[src/rtl/fifo_rd_stream_if.sv]
// Downstream valid/ready stream carrying data plus a burst-end tag.
// The drain engine drives it through the master modport; the consumer uses slave.
interface fifo_rd_stream_if #(
  parameter int DSIZE = 8
);
  logic [DSIZE-1:0] m_data;
  logic             m_valid;
  logic             m_last;
  logic             m_ready;

  modport master (output m_data, output m_valid, output m_last, input m_ready);
  modport slave  (input m_data, input m_valid, input m_last, output m_ready);
endinterface

[src/rtl/fifo_rd_stream.sv]
// Read-side drain engine for the async FIFO (rclk domain).
// Pops first-word-fall-through FIFO words into a 2-entry output buffer and
// presents them as a valid/ready stream tagged with a burst-end flag.
// Optional macro FIFO_RD_STATS_EN adds the rd_count/stall_count counters.
module fifo_rd_stream #(
  parameter int DSIZE     = 8,
  parameter int BURST_LEN = 4
) (
  input  logic             rclk,
  input  logic             rrst_n,
  input  logic             rempty,
  input  logic [DSIZE-1:0] rdata,
  output logic             rinc,
  input  logic             flush,
`ifdef FIFO_RD_STATS_EN
  output logic [15:0]      rd_count,
  output logic [15:0]      stall_count,
`endif
  fifo_rd_stream_if.master m
);

  localparam int BW = (BURST_LEN > 1) ? $clog2(BURST_LEN) : 1;
  localparam logic [1:0]    OCC_EMPTY = 2'd0;
  localparam logic [1:0]    OCC_ONE   = 2'd1;
  localparam logic [1:0]    OCC_TWO   = 2'd2;
  localparam logic [BW-1:0] BCNT_LAST = BW'(BURST_LEN - 1);

  logic [1:0]       occ_r, occ_n_s;
  logic             valid_r, valid_n_s;
  logic [DSIZE-1:0] head_data_r, head_data_n_s;
  logic             head_last_r, head_last_n_s;
  logic [DSIZE-1:0] tail_data_r, tail_data_n_s;
  logic             tail_last_r, tail_last_n_s;
  logic [BW-1:0]    bcnt_r, bcnt_n_s;
  logic             pop_s, take_s, tag_s;

  // Pop depends only on rempty/flush and registered state; reset blocks popping.
  assign pop_s  = rrst_n && !rempty && (occ_r != OCC_TWO) && !flush;
  assign rinc   = pop_s;
  assign take_s = valid_r && m.m_ready;
  assign tag_s  = (bcnt_r == BCNT_LAST);

  assign m.m_data  = head_data_r;
  assign m.m_last  = head_last_r;
  assign m.m_valid = valid_r;

  // Next-state for the buffer occupancy, the two entries and the burst counter.
  always_comb begin
    occ_n_s       = occ_r;
    head_data_n_s = head_data_r;
    head_last_n_s = head_last_r;
    tail_data_n_s = tail_data_r;
    tail_last_n_s = tail_last_r;
    bcnt_n_s      = bcnt_r;
    if (flush) begin
      occ_n_s  = OCC_EMPTY;
      bcnt_n_s = {BW{1'b0}};
    end else begin
      case (occ_r)
        OCC_EMPTY: begin
          if (pop_s) begin
            occ_n_s       = OCC_ONE;
            head_data_n_s = rdata;
            head_last_n_s = tag_s;
          end else begin
            occ_n_s = OCC_EMPTY;
          end
        end
        OCC_ONE: begin
          if (pop_s && !take_s) begin
            occ_n_s       = OCC_TWO;
            tail_data_n_s = rdata;
            tail_last_n_s = tag_s;
          end else if (pop_s && take_s) begin
            occ_n_s       = OCC_ONE;
            head_data_n_s = rdata;
            head_last_n_s = tag_s;
          end else if (take_s) begin
            occ_n_s = OCC_EMPTY;
          end else begin
            occ_n_s = OCC_ONE;
          end
        end
        OCC_TWO: begin
          if (take_s) begin
            occ_n_s       = OCC_ONE;
            head_data_n_s = tail_data_r;
            head_last_n_s = tail_last_r;
          end else begin
            occ_n_s = OCC_TWO;
          end
        end
        default: begin
          occ_n_s = OCC_EMPTY;
        end
      endcase
      if (pop_s) begin
        bcnt_n_s = tag_s ? {BW{1'b0}} : (bcnt_r + BW'(1));
      end else begin
        bcnt_n_s = bcnt_r;
      end
    end
    valid_n_s = (occ_n_s != OCC_EMPTY);
  end

  // State registers with synchronous active-low reset.
  always_ff @(posedge rclk) begin
    if (!rrst_n) begin
      occ_r       <= OCC_EMPTY;
      valid_r     <= 1'b0;
      head_data_r <= {DSIZE{1'b0}};
      head_last_r <= 1'b0;
      tail_data_r <= {DSIZE{1'b0}};
      tail_last_r <= 1'b0;
      bcnt_r      <= {BW{1'b0}};
    end else begin
      occ_r       <= occ_n_s;
      valid_r     <= valid_n_s;
      head_data_r <= head_data_n_s;
      head_last_r <= head_last_n_s;
      tail_data_r <= tail_data_n_s;
      tail_last_r <= tail_last_n_s;
      bcnt_r      <= bcnt_n_s;
    end
  end

`ifdef FIFO_RD_STATS_EN
  // Delivered-word counter (wrapping) and backpressure counter (saturating).
  always_ff @(posedge rclk) begin
    if (!rrst_n) begin
      rd_count    <= 16'd0;
      stall_count <= 16'd0;
    end else if (flush) begin
      rd_count    <= 16'd0;
      stall_count <= 16'd0;
    end else begin
      if (take_s) begin
        rd_count <= rd_count + 16'd1;
      end else begin
        rd_count <= rd_count;
      end
      if (valid_r && !m.m_ready && (stall_count != 16'hFFFF)) begin
        stall_count <= stall_count + 16'd1;
      end else begin
        stall_count <= stall_count;
      end
    end
  end
`endif

endmodule
[src/flat_wrapper.sv]
// flat-port wrapper written by rule: the top's interface ports become plain ports
module fifo_rd_stream_flat 
#(
  parameter int DSIZE     = 8,
  parameter int BURST_LEN = 4
)
  (rclk, rrst_n, rempty, rdata, rinc, flush, m_m_data, m_m_valid, m_m_last, m_m_ready);
  fifo_rd_stream_if #(.DSIZE(DSIZE)) m_i ();
  input  logic rclk;
  input  logic rrst_n;
  input  logic rempty;
  input  logic [DSIZE-1:0] rdata;
  output logic rinc;
  input  logic flush;
  output wire logic [$bits(m_i.m_data)-1:0] m_m_data;
  output wire logic [$bits(m_i.m_valid)-1:0] m_m_valid;
  output wire logic [$bits(m_i.m_last)-1:0] m_m_last;
  input wire logic [$bits(m_i.m_ready)-1:0] m_m_ready;
  assign m_m_data = m_i.m_data;
  assign m_m_valid = m_i.m_valid;
  assign m_m_last = m_i.m_last;
  assign m_i.m_ready = m_m_ready;
  fifo_rd_stream #(.DSIZE(DSIZE), .BURST_LEN(BURST_LEN)) u_core (.rclk(rclk), .rrst_n(rrst_n), .rempty(rempty), .rdata(rdata), .rinc(rinc), .flush(flush), .m(m_i));
endmodule
[config.mk]
export PLATFORM = sky130hd
export DESIGN_NAME = fifo_rd_stream_flat
export DESIGN_NICKNAME = d
export VERILOG_FILES = /design/src/rtl/fifo_rd_stream_if.sv /design/src/rtl/fifo_rd_stream.sv /design/src/flat_wrapper.sv
export SDC_FILE = /design/constraint.sdc
export NUM_CORES = 1
export LEC_CHECK = 0
export BUFFER_PORTS_ARGS = -buffer_cell sky130_fd_sc_hd__buf_2
export CORE_MARGIN = 2
export CORE_UTILIZATION = 40
export DETAILED_ROUTE_END_ITERATION = 8
export SLEW_MARGIN = 20
export SYNTH_ARGS = -nofsm -noshare
export SYNTH_HDL_FRONTEND = slang
export SYNTH_SLANG_ARGS = --single-unit
[constraint.sdc]
create_clock -name rclk -period 6.5 [get_ports rclk]
set_input_delay 0.65 -clock rclk [delete_from_list [all_inputs] [get_ports rclk]]
set_output_delay 0.65 -clock rclk [all_outputs]
set_load 0.05 [all_outputs]
* Yosys cells after proc, flatten, opt, wreduce, memory -nomap -nowiden
Index checks and enable logic that the tools add are counted.
W data, S select, Z words.
** Storage, ports and cells
- Register bits :: 23
- Bits of input ports :: 13
- Word-level logic and storage cells :: 51
** Cells by class
- Add/subtract/negate cells :: 1
- Equality and inequality tests :: 8
- Multiplexer cells :: 18
- Bitwise operators :: 2
- Reductions and logical operators :: 15
** Operators by type and width (count)
- $mux W8 :: 4
- $pmux W8 S3 :: 1
- $mux W2 :: 5
- $logic_and A1 B1 Y1 :: 6
- $mux W1 :: 6
- $ne A2 B1 Y1 const B :: 3
- $pmux W2 S3 :: 1
- $reduce_and A6 Y1 :: 1
- $eq A2 B2 Y1 const B :: 2
- $ne A2 B2 Y1 const B :: 2
- $logic_not A1 Y1 :: 3
- $pmux W1 S3 :: 1
- $reduce_and A3 Y1 :: 1
- $reduce_bool A3 Y1 :: 1
- $add A2 B1 Y2 const B :: 1
- $eq A2 B1 Y1 const B :: 1
- $logic_not A2 Y1 :: 1
- $not A1 Y1 :: 2
- $reduce_bool A2 Y1 :: 1
- $reduce_or A2 Y1 :: 1

* Depth between registers and ports, before layout
Gate-level depths: netlist of the first run.
- Word-level depth :: 10
- Mapped depth :: 9

* Least setup slack after synthesis of the first run
Ideal clock, no wire load.
- Kind :: input to register
- From :: input port flush
- To :: register u_core.head_data_r[4], in the netlist u_core.m.m_data[4]
- Arrival time :: 3.405 ns
- Data required time :: 6.412 ns
- Path slack :: 3.006 ns
- Cell stages on the path :: 8
- Path through :: nand2b_1 > nor3_1 > ha_1 > nand2b_4 > a221oi_4 > buf_6 > a21oi_1 > a311oi_2
** On the way
- Longest elaborated chain between the ends :: 5
- Elaborated cells between the ends (all ways) :: 9
- Those cells by class :: eq/ne: 3; bitwise: 1; reduce/logical: 5
** RTL lines
- from (decl) :: line flat_wrapper.sv:14 : input logic flush;
- $logic_not A1 Y1 (*) :: line fifo_rd_stream.sv:38 : assign pop_s = rrst_n && !rempty && (occ_r != OCC_TWO) && !flush;
- $logic_and A1 B1 Y1 (*) :: line fifo_rd_stream.sv:38
- net rinc :: line flat_wrapper.sv:13 : output logic rinc;
- $logic_and A1 B1 Y1 (on tied branches) :: line fifo_rd_stream.sv:70, fifo_rd_stream.sv:74
- $ne A2 B2 Y1 (no source line) or $ne A2 B1 Y1 (tied branches)
- $reduce_and A6 Y1 (no source line) (*)
- to (signal assigned) :: line fifo_rd_stream.sv:111 : head_data_r <= {DSIZE{1'b0}};
- to (signal assigned) :: line fifo_rd_stream.sv:119 : head_data_r <= head_data_n_s;
- to (decl) :: line fifo_rd_stream.sv:30 : logic [DSIZE-1:0] head_data_r, head_data_n_s;
Mark *: on every way through the listed nets, which the timed path passes. The rest lies on a longest branch.
A chain may end at the register's enable or synchronous reset.

* Worst setup path in the final report of the first run
- From :: register u_core.occ_r[0]
- To :: register u_core.head_data_r[6], in the netlist u_core.m.m_data[6]
** On the way
- Longest elaborated chain between the ends :: 6
- Elaborated cells between the ends (all ways) :: 15
- Those cells by class :: eq/ne: 7; mux: 1; reduce/logical: 7
** RTL lines
- from (decl) :: line fifo_rd_stream.sv:28 : logic [1:0] occ_r, occ_n_s;
- from (signal assigned) :: line fifo_rd_stream.sv:117 : occ_r <= occ_n_s;
- $ne A2 B2 Y1 :: line fifo_rd_stream.sv:38
- $logic_and A1 B1 Y1 (2 in series) :: line fifo_rd_stream.sv:38
- $logic_and A1 B1 Y1 (on tied branches) :: line fifo_rd_stream.sv:70, fifo_rd_stream.sv:74
- $ne A2 B2 Y1 (no source line) or $ne A2 B1 Y1 (tied branches)
- $reduce_and A6 Y1 (no source line)
Parallel ways exist; a longest one is shown, timed or not.

==> results of run 1 <==
==> worst max-delay path, cell delays in order (launching register included) <==
cell	delay, ns
sky130_fd_sc_hd__dfxtp_1	0.53
sky130_fd_sc_hd__and2b_1	0.31
sky130_fd_sc_hd__nor3_1	0.30
sky130_fd_sc_hd__ha_1	0.25
sky130_fd_sc_hd__nand2b_4	0.07
sky130_fd_sc_hd__a221oi_4	0.66
sky130_fd_sc_hd__a21oi_1	0.15
sky130_fd_sc_hd__a311oi_1	0.28
==> sequential cells by signal (all words and copies together), names as in the netlist <==
signal              cells
u_core.occ_r            2
u_core.bcnt_r           2
u_core.tail_data_r      8
u_core.tail_last_r      1
u_core.m.m_valid        1
u_core.m.m_data         8
u_core.m.m_last         1
==> cell families after synthesis <==
group,count (synthesis)
fa+ha+maj,3
flops,23
mux,10
buf+inv,9
simple gates,36
compound gates,36
==> metal layers <==
layer | share of wire, % | routed length [um] | up-vias
li1 | - | - | 460
met1 | 54 | 1160 | 382
met2 | 42 | 900 | 11
met3 | 3.1 | 66 | 2
met4 | 0.70 | 15 | 0
met5 | 0 | 0 | -
==> final timing paths <==
kind | from | end | slack [ns]
worst max register to register | u_core.occ_r[0]$_SDFF_PN0_ | u_core.m.m_data[6]$_SDFFE_PN0P_ | 3.84
worst max-delay path | u_core.occ_r[0]$_SDFF_PN0_ | u_core.m.m_data[6]$_SDFFE_PN0P_ | 3.84
worst min-delay path | u_core.tail_data_r[5]$_SDFFE_PN0P_ | u_core.tail_data_r[5]$_SDFFE_PN0P_ | 0.46
worst min register to register | u_core.tail_data_r[5]$_SDFFE_PN0P_ | u_core.tail_data_r[5]$_SDFFE_PN0P_ | 0.46
==> layout make-up <==
type | count | share of cell area [%]
Clock buffer | 3 | 1.85
Multi-Input combinational cell | 85 | 46.4
Clock inverter | 1 | 0.412
Sequential cell | 23 | 37.9
Tap cell | 30 | 3.09
Inverter | 3 | 0.926
Timing Repair Buffer | 23 | 9.46
==> report_power, final <==
group,total [mW],switching [mW],internal (mW)
clock network,0.0632,0.0403,0.0229
registers,0.149,0.00306,0.146
logic,0.0455,0.0314,0.0141
total,0.258,0.0748,0.183
==> cell usage after synthesis <==
master	number	area share [%]
sky130_fd_sc_hd__dfxtp_1	23	43
sky130_fd_sc_hd__nand2_1	21	7.4
sky130_fd_sc_hd__a21oi_1	20	9.3
sky130_fd_sc_hd__mux2i_1	10	9.3
sky130_fd_sc_hd__a311oi_1	8	6.5
sky130_fd_sc_hd__nor2_1	7	2.5
sky130_fd_sc_hd__ha_1	3	3.5
sky130_fd_sc_hd__nand2b_1	3	1.8
sky130_fd_sc_hd__clkbuf_1	2	0.70
sky130_fd_sc_hd__inv_1	2	0.70
sky130_fd_sc_hd__o21ai_0	2	0.93
sky130_fd_sc_hd__a21boi_4	1	1.8
sky130_fd_sc_hd__a21o_1	1	0.70
sky130_fd_sc_hd__a221oi_4	1	2.5
sky130_fd_sc_hd__a22oi_1	1	0.70
sky130_fd_sc_hd__a311oi_2	1	1.4
sky130_fd_sc_hd__and2b_1	1	0.70
sky130_fd_sc_hd__buf_2	1	0.47
sky130_fd_sc_hd__buf_4	1	0.70
sky130_fd_sc_hd__buf_6	1	1.1
sky130_fd_sc_hd__clkbuf_2	1	0.47
sky130_fd_sc_hd__clkinv_1	1	0.35
sky130_fd_sc_hd__nand2b_4	1	1.3
sky130_fd_sc_hd__nand3b_1	1	0.70
sky130_fd_sc_hd__nor3_1	1	0.47
sky130_fd_sc_hd__o211ai_1	1	0.70
sky130_fd_sc_hd__or2_2	1	0.58
==> per-stage QoR <==
step           hold WS [ns]  worst slack (ns)  utilization (%)  area (um2)
6_report              0.461              3.84             48.6        1220
3_5_place_dp          0.447              3.65             47.5        1190
4_1_cts               0.465              3.87             48.6        1220
3_3_place_gp          0.441              3.73             47.5        1190
5_1_grt               0.479              3.55             48.6        1220
2_1_floorplan         0.436              3.01                -        1070
==> impl_metrics.env, run 1 <==
export IMPL_run_status="complete, no violations"
export IMPL_start_util_pct=42.9
export IMPL_num_antenna_cells=0
export IMPL_grt_busiest_layer="met1"
export IMPL_grt_start_max_net_pins=20
export IMPL_clkLatencyLatePin_ns=0.30
export IMPL_number_of_standard_cells_in_the_layout_taps_in_and_fillers_out=168
export IMPL_cts_sinks=23
export IMPL_power_per_cell_area_nw_per_um2=212
export IMPL_min_path_cells=2
export IMPL_synth_seq_area_share_pct=42.9
export IMPL_layout_cell_share_with_drive_strength_beyond_1_pct=23.2
export IMPL_tritoncts_clock_tree="done"
export IMPL_ioPinCount=24
export IMPL_critical_path_endpoint_type="register"
export IMPL_cts_repair_resized=0
export IMPL_regArea_um2=460
export IMPL_tritoncts_num_buffers=3
export IMPL_muxShareOfSynthArea_pct=9.33
export IMPL_launching_element_type_of_the_critical_path="register"
export IMPL_vias_in_the_first_global_route=771
export IMPL_nFillCells=249
export IMPL_setup_violations=0
export IMPL_groute_layer_met3_usage_pct=2.33
export IMPL_avgSynthCellArea_um2=9.16
export IMPL_p_leak_nw=0.549
export IMPL_design_core_area_um2=2500
export IMPL_dr_pass1_iters=4
export IMPL_register_bit_total_from_synthesis=23
export IMPL_timing_worst_setup_path_type="reg -> reg"
export IMPL_max_freq_mhz=376
export IMPL_track_usage_pct=14.2
export IMPL_multi_input_area_um2=564
export IMPL_synth_fa_ha_area_share_pct=3.50
export IMPL_detailedPlacementHpwl_um=1560
export IMPL_cts_max_path_buffers=2
export IMPL_first_pass_grt_wire_length_um=3540
export IMPL_max_cap_violations=0
export IMPL_drcViolationCount=0
export IMPL_clockRootBuffer="sky130_fd_sc_hd__clkbuf_4"
export IMPL_syn_area_um2=1070
export IMPL_post_synth_xor_area_fraction_pct=0
export IMPL_synth_unique_cells=27
export IMPL_detail_route_antenna_nets=0
export IMPL_final_hold_violation_count=0
export IMPL_vias=855
export IMPL_reg2regPathDepth=7
export IMPL_fp_dieW_um=55.8
export IMPL_fp_dieArea_um2=3110
export IMPL_global_route_overflow_total=0
export IMPL_synth_top_family_by_area="compound AO/OA/AOI/OAI gates"
export IMPL_syn_nets=133
export IMPL_rsz_0062_raised_after_global_routing="no"
export IMPL_synth_area_in_simple_gates_pct=15.3
export IMPL_worst_pin_slew_ns=0.740
export IMPL_total_wire_length_after_detailed_routing_um=2140
export IMPL_detail_route_iter0_violations=30
export IMPL_holdCritPathClass="reg -> reg"
export IMPL_dp_cells=164
export IMPL_placementRows=18
export IMPL_place_port_buffers=23
export IMPL_most_common_layout_cells="23 x sky130_fd_sc_hd__buf_2, 23 x sky130_fd_sc_hd__dfxtp_1, 21 x sky130_fd_sc_hd__nand2_1"
export IMPL_slew_limit_headroom_pct=50.7
export IMPL_timing_final_crit_period_ns=2.66
export IMPL_area_growth_synth_to_final_pct=13.4
export IMPL_grt_met2_usage_pct=20.7
export IMPL_post_cts_setup_buffer_count=0
export IMPL_timing_final_crit_share_pct=40.9
export IMPL_gp_routability_congestion=0.821
export IMPL_routed_wire_length_per_instance_um=12.8
export IMPL_crit_fanout=18
export IMPL_grt_util_met1_pct=20.9
export IMPL_dieHeight_um=55.8
export IMPL_syn_inst_count=117
export IMPL_setup_tns_ns=0
export IMPL_drv_slew=0
export IMPL_route_detailed_vias_per_inst=5.09
export IMPL_h_tree_depth=1
export IMPL_grt_antenna_before_repair=0
export IMPL_synth_compound_area_share_pct=24.5
export IMPL_clkTransAtPathRegs_ns=0.12
export IMPL_cts_hold_fix_buffers=0
export IMPL_final_nets=155
export IMPL_finalPower_uw=258
export IMPL_cp_data_arrival_time_ns=2.86
export IMPL_yosysWarningCount=0
export IMPL_worst_clock_skew_ns=0.00213
export IMPL_worst_ep_required_time_ns=6.70
export IMPL_peak_supply_drop_mv=0.136
No activity file was read; power rests on OpenSTA's default activity.
==> run 2: changes to the inputs <==
clock period = 2.7 ns   (was 6.5 ns; I/O delays follow)
==> run 2 against run 1 <==
  * Core utilization rose by 1.4 points
  * Final cell count rose by 1.8%
  * Total power rose by 140%
  * Sequential share of layout area fell by 1.0 points
  * Clock skew rose by 0.0027 ns
  * Wire length fell by 0.33%
  * Global-route usage rose by 0.47 points
  * First-iteration DRC count fell by 23%
  * Clock-buffer cell count did not move
  * Clock power rose by 150%
  * Critical path type unchanged
  * Register-to-register slack got worse by 3.6 ns
==> impl_metrics.env, run 2 (synthesized netlist as in run 1, its figures left out) <==
export IMPL_setup_tns_ns=0
export IMPL_setup_violations=0
export IMPL_postPlaceCellArea_um2=1220
export IMPL_max_cap_violations=0
export IMPL_total_wire_length_after_detailed_routing_um=2140
export IMPL_placementRows=18
export IMPL_seq_power_share_pct=57.2
export IMPL_detailedPlacementHpwl_um=1520
export IMPL_timing_critical_path_slowest_stage_cell="sky130_fd_sc_hd__a221oi_4"
export IMPL_drv_slew=0
export IMPL_power_per_cell_area_nw_per_um2=503
export IMPL_most_common_layout_cells="23 x sky130_fd_sc_hd__buf_2, 23 x sky130_fd_sc_hd__dfxtp_1, 21 x sky130_fd_sc_hd__nand2_1"
export IMPL_worst_path_largest_cell_delay_ns=0.61
export IMPL_dr_pass1_iters=4
export IMPL_holdCritPathClass="in -> reg"
export IMPL_intPower_uw=444
export IMPL_grt_start_max_net_pins=20
export IMPL_critical_path_endpoint_type="register"
export IMPL_switching_component_of_the_power_uw=186
export IMPL_slew_limit_headroom_pct=56.0
export IMPL_number_of_standard_cells_in_the_layout_taps_in_and_fillers_out=171
export IMPL_launching_element_type_of_the_critical_path="register"
export IMPL_cts_repair_resized=0
export IMPL_ioPinCount=24
export IMPL_h_tree_depth=1
export IMPL_worst_clock_skew_ns=0.00486
export IMPL_area_growth_synth_to_final_pct=16.6
export IMPL_run_status="complete, no violations"
export IMPL_cts_hold_fix_buffers=0
export IMPL_clkTransAtPathRegs_ns=0.13
export IMPL_peak_supply_drop_mv=0.391
export IMPL_final_nets=158
export IMPL_final_hold_violation_count=0
export IMPL_global_route_overflow_total=0
export IMPL_grt_antenna_before_repair=0
export IMPL_crit_fanout=16
export IMPL_tritoncts_num_buffers=3
export IMPL_num_antenna_cells=0
export IMPL_place_port_buffers=23
export IMPL_max_freq_mhz=405
export IMPL_dp_cells=167
export IMPL_p_leak_nw=0.568
export IMPL_design_core_area_um2=2500
export IMPL_cp_data_arrival_time_ns=2.68
export IMPL_layout_cell_area_non_filler_um2=1250
export IMPL_cts_max_path_buffers=2
export IMPL_vias_in_the_first_global_route=777
export IMPL_worst_ep_required_time_ns=2.91
export IMPL_track_usage_pct=14.7
export IMPL_detail_route_iter0_violations=23
export IMPL_vias=899
export IMPL_routed_wire_length_per_instance_um=12.5
export IMPL_fp_dieW_um=55.8
export IMPL_timing_critical_path_cells="and2b_1, nor3_4, ha_1, nand2b_4, a221oi_4, a21oi_1, a311oi_1"
export IMPL_timing_final_crit_period_ns=2.47
export IMPL_power_share_clock_pct=25.0
export IMPL_layout_cell_share_with_drive_strength_beyond_1_pct=25.5
export IMPL_tritoncts_clock_tree="done"
export IMPL_netSwitchingFraction_pct=29.5
export IMPL_gp_routability_congestion=0.722
export IMPL_start_util_pct=42.9
export IMPL_timing_final_crit_share_pct=91.4
export IMPL_detail_route_antenna_nets=0
export IMPL_dieHeight_um=55.8
export IMPL_timing_worst_setup_path_type="reg -> reg"
export IMPL_first_pass_grt_wire_length_um=3610
export IMPL_worst_pin_slew_ns=0.661
export IMPL_route_detailed_vias_per_inst=5.26
export IMPL_clkLatencyLatePin_ns=0.31
export IMPL_rsz_0062_raised_after_global_routing="no"
export IMPL_fp_dieArea_um2=3110
export IMPL_drcViolationCount=0
export IMPL_post_cts_setup_buffer_count=0
export IMPL_clockRootBuffer="sky130_fd_sc_hd__clkbuf_4"
export IMPL_cts_sinks=23
export IMPL_power_frac_comb_pct=17.8
==> run 2: changes by cell type in the layout (fill, tap and decap cells not counted), sizes merged <==
cell	change
buf	+3
==> run 2: final cells by class <==
cell class	instances	area, um2
fillers	240	1250
multi-input cells	85	576
flip-flops and latches	23	460
repair buffers	26	138
well taps	30	37.5
clock buffers	3	22.5
inverters	3	11.3
clock inverters	1	5.00
==> run 2: power groups by stage <==
stage / logic [mW] / clock network, mW / registers, mW
2_1_floorplan: 0.0486 / 0 / 0.400
3_3_place_gp: 0.111 / 0 / 0.367
3_5_place_dp: 0.113 / 0 / 0.367
4_1_cts: 0.113 / 0.165 / 0.360
5_1_grt: 0.121 / 0.177 / 0.362
6_report: 0.112 / 0.157 / 0.360
==> run 2: worst max-delay path, delay by kind of cell (launching register included) <==
family                     cells  cell delay, ns
AOI/OAI and AO/OA              3            1.03
adders and majority gates      1            0.23
DFF                            1            0.52
and+or+nand+nor                3            0.57
==> run 2: stage by stage <==
stage	utilization [%]	power [mW]	hold WS (ns)	setup WS (ns)
5_1_grt	50.0	0.660	0.172	0.0306
3_5_place_dp	48.9	0.480	0.446	0.311
4_1_cts	50.0	0.637	0.185	0.241
6_report	50.0	0.629	0.194	0.232
3_3_place_gp	48.9	0.479	0.441	0.394
2_1_floorplan	-	0.449	0.406	0.206
==> run 2: final timing paths <==
check	start	end	slack [ns]	cells past startpoint
hold / removal	rdata[6]	u_core.tail_data_r[6]$_SDFFE_PN0P_	0.19	3
setup / recovery	u_core.occ_r[0]$_SDFF_PN0_	u_core.m.m_data[3]$_SDFFE_PN0P_	0.23	7
setup reg to reg	u_core.occ_r[0]$_SDFF_PN0_	u_core.m.m_data[3]$_SDFFE_PN0P_	0.23	7
hold reg to reg	u_core.tail_data_r[7]$_SDFFE_PN0P_	u_core.tail_data_r[7]$_SDFFE_PN0P_	0.46	2
==> run 2: layer usage <==
| metal | share of wire (%) | GRT usage (%) | vias to the layer above |
|---|---|---|---|
| met5 | 0 | 0 | - |
| met4 | 1.3 | 4.18 | 0 |
| met3 | 5.8 | 4.88 | 4 |
| met2 | 45 | 23.0 | 22 |
| met1 | 48 | 19.3 | 407 |
| li1 | - | - | 466 |
